`config.mk`:
```
export PLATFORM = sky130hd
export DESIGN_NAME = mc_ctrl
export DESIGN_NICKNAME = d
export VERILOG_FILES = /design/src/rtl/mc_ctrl.sv
export SDC_FILE = /design/constraint.sdc
export NUM_CORES = 1
export LEC_CHECK = 0
export BUFFER_PORTS_ARGS = -buffer_cell sky130_fd_sc_hd__buf_2
export CORE_MARGIN = 5
export CORE_UTILIZATION = 42
export CTS_BUF_LIST = sky130_fd_sc_hd__clkbuf_8
export DETAILED_ROUTE_END_ITERATION = 6
export GPL_TIMING_DRIVEN = 0
export HOLD_SLACK_MARGIN = 0.12
export PLACE_DENSITY = 0.82
export REMOVE_ABC_BUFFERS = 1
export SLEW_MARGIN = 20
export SYNTH_ARGS = -nofsm -noshare
export SYNTH_HDL_FRONTEND = slang
export SYNTH_SLANG_ARGS = --single-unit
```
`constraint.sdc`:
```
create_clock -name clk -period 2.7 [get_ports clk]
set_input_delay 0.81 -clock clk [delete_from_list [all_inputs] [get_ports clk]]
set_output_delay 0.81 -clock clk [all_outputs]
set_load 0.03 [all_outputs]
```
`src/rtl/mc_ctrl.sv`:
```
// Multi-cycle control FSM for the MIPS-subset CPU (FETCH/DECODE/EXE/MEM/WB).
// Define MC_CTRL_PERF_EN to add the cycle_cnt/instr_cnt performance counters.
module mc_ctrl #(
  parameter int unsigned MEM_WAIT_MAX = 15
) (
  input  logic       clk,
  input  logic       reset,
  input  logic [5:0] opcode,
  input  logic [5:0] funct,
  input  logic       zero,
  input  logic       mem_rdy,
  output logic       pc_we,
  output logic [1:0] npc_sel,
  output logic       ir_we,
  output logic       rf_we,
  output logic [1:0] rf_wa_sel,
  output logic [1:0] rf_wd_sel,
  output logic       alu_src,
  output logic [2:0] alu_op,
  output logic       ext_op,
  output logic       dm_we,
  output logic       dm_re,
  output logic [2:0] state,
  output logic       illegal,
  output logic       mem_timeout
`ifdef MC_CTRL_PERF_EN
  ,
  output logic [31:0] cycle_cnt,
  output logic [31:0] instr_cnt
`endif
);

  typedef enum logic [2:0] {
    S_FETCH  = 3'd0,
    S_DECODE = 3'd1,
    S_EXE    = 3'd2,
    S_MEM    = 3'd3,
    S_WB     = 3'd4
  } state_t;

  localparam logic [5:0] OP_RTYPE = 6'b000000;
  localparam logic [5:0] OP_ORI   = 6'b001101;
  localparam logic [5:0] OP_LUI   = 6'b001111;
  localparam logic [5:0] OP_LW    = 6'b100011;
  localparam logic [5:0] OP_SW    = 6'b101011;
  localparam logic [5:0] OP_BEQ   = 6'b000100;
  localparam logic [5:0] OP_J     = 6'b000010;
  localparam logic [5:0] OP_JAL   = 6'b000011;
  localparam logic [5:0] FN_ADDU  = 6'b100001;
  localparam logic [5:0] FN_SUBU  = 6'b100011;
  localparam logic [5:0] FN_JR    = 6'b001000;

  localparam int unsigned WCW = $clog2(MEM_WAIT_MAX + 2);
  localparam logic [WCW-1:0] WAIT_TOP  = WCW'(MEM_WAIT_MAX);
  localparam logic [WCW-1:0] WAIT_LAST = (MEM_WAIT_MAX == 0) ? '0 : WCW'(MEM_WAIT_MAX - 1);

  state_t         st;
  logic [WCW-1:0] wait_cnt;

  logic is_addu, is_subu, is_jr, is_ori, is_lui, is_lw, is_sw, is_beq, is_j, is_jal;
  logic is_rtype, legal;
  logic pc_we_raw, rf_we_raw;

  always_comb begin
    is_addu  = (opcode == OP_RTYPE) && (funct == FN_ADDU);
    is_subu  = (opcode == OP_RTYPE) && (funct == FN_SUBU);
    is_jr    = (opcode == OP_RTYPE) && (funct == FN_JR);
    is_ori   = (opcode == OP_ORI);
    is_lui   = (opcode == OP_LUI);
    is_lw    = (opcode == OP_LW);
    is_sw    = (opcode == OP_SW);
    is_beq   = (opcode == OP_BEQ);
    is_j     = (opcode == OP_J);
    is_jal   = (opcode == OP_JAL);
    is_rtype = is_addu || is_subu;
    legal    = is_rtype || is_jr || is_ori || is_lui || is_lw || is_sw ||
               is_beq || is_j || is_jal;
  end

  always_ff @(posedge clk) begin
    if (reset) begin
      st          <= S_FETCH;
      wait_cnt    <= '0;
      mem_timeout <= 1'b0;
    end else begin
      case (st)
        S_FETCH:  st <= S_DECODE;
        S_DECODE: begin
          if (is_j || !legal) st <= S_FETCH;
          else if (is_jal)    st <= S_WB;
          else                st <= S_EXE;
        end
        S_EXE: begin
          if (is_beq || is_jr)    st <= S_FETCH;
          else if (is_lw || is_sw) st <= S_MEM;
          else                     st <= S_WB;
        end
        S_MEM:    if (mem_rdy) st <= is_lw ? S_WB : S_FETCH;
        S_WB:     st <= S_FETCH;
        default:  st <= S_FETCH;
      endcase
      // Counter saturates at MEM_WAIT_MAX so a stuck memory never wraps it.
      if (st == S_MEM && !mem_rdy) begin
        if (wait_cnt != WAIT_TOP) wait_cnt <= wait_cnt + 1'b1;
        if (MEM_WAIT_MAX != 0 && wait_cnt == WAIT_LAST) mem_timeout <= 1'b1;
      end else begin
        wait_cnt <= '0;
      end
    end
  end

  always_comb begin
    pc_we_raw = 1'b0;
    npc_sel   = 2'd0;
    ir_we     = 1'b0;
    rf_we_raw = 1'b0;
    rf_wa_sel = 2'd0;
    rf_wd_sel = 2'd0;
    alu_src   = 1'b0;
    alu_op    = 3'd0;
    ext_op    = 1'b0;
    dm_we     = 1'b0;
    dm_re     = 1'b0;
    illegal   = 1'b0;

    // ALU control stays valid from EXE through WB so address/result are stable.
    if (st == S_EXE || st == S_MEM || st == S_WB) begin
      if (is_subu || is_beq) alu_op = 3'd1;
      if (is_ori) begin
        alu_src = 1'b1;
        alu_op  = 3'd2;
      end
      if (is_lui) begin
        alu_src = 1'b1;
        alu_op  = 3'd3;
      end
      if (is_lw || is_sw) begin
        alu_src = 1'b1;
        ext_op  = 1'b1;
      end
    end

    case (st)
      S_FETCH: ir_we = 1'b1;
      S_DECODE: begin
        if (!legal) begin
          illegal   = 1'b1;
          pc_we_raw = 1'b1;
        end else if (is_j) begin
          pc_we_raw = 1'b1;
          npc_sel   = 2'd2;
        end
      end
      S_EXE: begin
        if (is_beq) begin
          pc_we_raw = 1'b1;
          npc_sel   = zero ? 2'd1 : 2'd0;
        end else if (is_jr) begin
          pc_we_raw = 1'b1;
          npc_sel   = 2'd3;
        end
      end
      S_MEM: begin
        dm_re = is_lw;
        dm_we = is_sw;
        if (mem_rdy && is_sw) pc_we_raw = 1'b1;
      end
      S_WB: begin
        rf_we_raw = 1'b1;
        pc_we_raw = 1'b1;
        if (is_jal) begin
          npc_sel   = 2'd2;
          rf_wa_sel = 2'd2;
          rf_wd_sel = 2'd2;
        end else if (is_rtype) begin
          rf_wa_sel = 2'd1;
        end else if (is_lw) begin
          rf_wd_sel = 2'd1;
        end
      end
      default: ;
    endcase
  end

  // Architectural writes are suppressed while reset is asserted mid-instruction.
  assign pc_we = pc_we_raw & ~reset;
  assign rf_we = rf_we_raw & ~reset;
  assign state = st;

`ifdef MC_CTRL_PERF_EN
  always_ff @(posedge clk) begin
    if (reset) begin
      cycle_cnt <= '0;
      instr_cnt <= '0;
    end else begin
      cycle_cnt <= cycle_cnt + 32'd1;
      if (pc_we) instr_cnt <= instr_cnt + 32'd1;
    end
  end
`endif

endmodule

```
==> impl_metrics.toml <==
[floorplanning]
die_area_um2 = 2760
rows = 15
initial_core_util_pct = 43.9
coreArea_um2 = 1730
die_y_um = 52.5
fp.dieW_um = 52.5
num_io_pins = 37

[synthesis]
synth_edf_count = 0
ys_seq_area_share_pct = 23.8
netlist_top_cells_area = "dfxtp_1 24%, nor2_1 7.4%, nor3_1 5.9%, a21oi_1 5.3%, ha_1 5.0%"
synth-seq-cells = 9
netlist_area_um2 = 758
yosys_warnings = 0
ys_async_sr_fraction_pct = 0
avgSynthCellArea_um2 = 7.66
ys_types = 40
synth_flop_cell = "dfxtp_1"
netlist.area_leader.share_pct = 23.8
netlist.top_cell.by_area = "dfxtp_1"
syn_inst = 99

[critical_path]
startpoint = "funct[0]"
path_max_fanout = 2
crit_buf_inv = 3
end_kind = "primary output"
worst_ep_required_time_ps = 1890
worstSetupPathType = "input pin to primary output"
r2r-end = "state[2]$_SDFFE_PP0P_"
crit_path_max_incr_delay_ps = 340
rr_startpoint = "state[2]$_SDFFE_PP0P_"
cpMostUsedCell = "buf_6"
worst_setup_path_start_kind = "input pin"
rrSetupSlack_ps = 1030
crit_family = "simple AND/OR/NAND/NOR gates"
worstRegToRegCells = 6
crit_path_top_delay_cell = "nor4b_4"
crit_chain = "buf_6, nor4b_4, buf_4, nor3_4, o211ai_1, or2_4, a21oi_2, buf_6"
cp.arrival_ps = 2060

[cts]
clock_latency_ps = 240
clockRootBuffer = "clkbuf_8"
ctsHoldBuffers = 0
clockBufferDepth = 2
cts.clk_slew.worst_paths_ps = 40
cts_buffers = 3
clock-sinks = 9
cts_tree = "yes"
ctsHtreeMaxLevel = 1

[global_route]
antenna_found_initial = 0
grt_pass1_vias = 992
grt_use_total_pct = 24.4
grt_overflow_total = 0
grt_pass1_wl_um = 4760
grt_max_degree = 9

[routing]
drt_iter0_markers = 60
drtAntennaViolNets = 0
drt_first_pass_iters = 4
drc = 0
wire_per_inst_um = 20.9
num_vias = 1073
vias_per_cell = 6.20
wl_um = 3620

[pwr]
p_leak_nw = 0.646
fin_total_pwr_mw = 0.408
power_density_nw_per_um2 = 299
peakVddDrop_mv = 0.454

[timing]
fmax_ghz = 0.349
worst_slack_ps = -168
holdWs_ps = 509
finalHoldViolCount = 0
setup_viol = 7
rsz0062_at_grt = "true"
final.min_clock_period_ps = 2870
min_period_over_period_pct = 106
slew_viol_final = 0
fin_worst_skew_ps = 4.74

[place]
dp_hpwl_um = 1710
portBuffers = 35
place_congestion = 0.864

[status]
status = "finished with violations"
violations = "negative setup slack"

[hold_path]
hold_depth = 2
hold_path_class = "flip-flop to flip-flop"
hp-start = "mem_timeout$_SDFFE_PP0P_"
holdPathEnd = "mem_timeout$_SDFFE_PP0P_"

[finish]
drive_gt1_share_pct = 54.1
area_growth_pct = 79.9
antenna_cells = 0
postLayoutCoreUtil_pct = 79.0
nets = 168

[flow_run]
cap_violations = 0
-- metrics by stage --
step	setup WS [ps]	std cells	area, um^2	setup TNS (ps)
finish	-168	173	1360	-573
global route	-230	173	1360	-1130
CTS	-81.1	169	1250	-148
detailed placement	-405	156	946	-1300
global placement	-405	156	946	-1150
floorplan	-972	96	739	-3080
-- registers in the layout (all words and copies together), names as in the netlist --
name	flops
mem_timeout	1
state	3
wait_cnt	5
-- logic make-up after synthesis --
kind of cell | synth area share, %
simple gates | 43.2
compound gates | 18.2
buf+inv | 5.94
flops | 23.8
xor+xnor | 3.47
fa+ha+maj | 4.95
other cells | 0.495
-- cell usage after synthesis, types with 2 or more instances --
cell type and number:
nor2_1 15, dfxtp_1 9, nor3_1 9, a21oi_1 8
inv_1 7, ha_1 3, nand2_1 3, nor2b_1 3
o211ai_1 3, and4_1 2, buf_4 2, nand2b_1 2
nand4_1 2, nand4b_1 2, nor3b_1 2, or3_1 2
xor2_1 2
-- report_power, final --
group          leakage, nW  switching (mW)  total (mW)  internal (mW)
sequential          0.0728         0.00358       0.139          0.135
combinational        0.546          0.0641       0.110         0.0463
clock               0.0269          0.0597       0.159         0.0996
-- final cells by class --
type / instances / area [um^2]
multi-input cells: 80 / 703
clock inverters: 1 / 3.75
repair buffers: 48 / 378
clock buffers: 3 / 41.3
fillers: 122 / 363
inverters: 7 / 26.3
flip-flops and latches: 9 / 180
well taps: 25 / 31.3
-- what timing repair did --
| action | in CTS | in global routing |
|---|---|---|
| resized for setup | 45 | 23 |
| endpoints found under the setup margin | 7 | 12 |
| pin swaps | 18 | 9 |
| hold endpoints to repair | 0 | 0 |
| buffers inserted | 9 | 4 |
-- worst min-delay path, delay by kind of cell, from the launching register on --
kind            cells  cell delay, ps
compound gates      1              50
flops               1             330
simple gates        1              80
-- layout by cell type (no fill, tap or decap), types with 2 or more instances in the layout --
master,n
a21oi_2,3
inv_1,8
a21oi_1,5
clkbuf_8,3
dfxtp_1,9
nor2_1,15
nor3_1,3
nand2b_4,2
ha_1,3
clkbuf_4,2
buf_2,19
buf_6,12
nand2_4,2
nor3_4,6
nand4_1,2
xor2_1,2
o211ai_1,3
nand4b_1,2
nor3_2,2
buf_4,13
or3_1,2
nor2b_1,2
-- per-layer routing --
metal | vias to the layer above | share of wire [%] | track usage (%) | routed length [um]
met5 | - | 0 | 0 | 0
met4 | 0 | 4.4 | 15.3 | 158
met3 | 20 | 8.7 | 7.69 | 316
met2 | 85 | 51 | 41.9 | 1840
met1 | 507 | 36 | 25.2 | 1300
li1 | 461 | - | - | -
-- worst max path at each step --
| stage | depth (start not counted) | end |
|---|---|---|
| after CTS | 7 | pc_we |
| after global placement | 7 | pc_we |
| final | 8 | pc_we |
| after global routing | 8 | pc_we |
| after floorplan | 5 | npc_sel[1] |
| after detailed placement | 7 | pc_we |
Power figures use the tool's default switching activity.
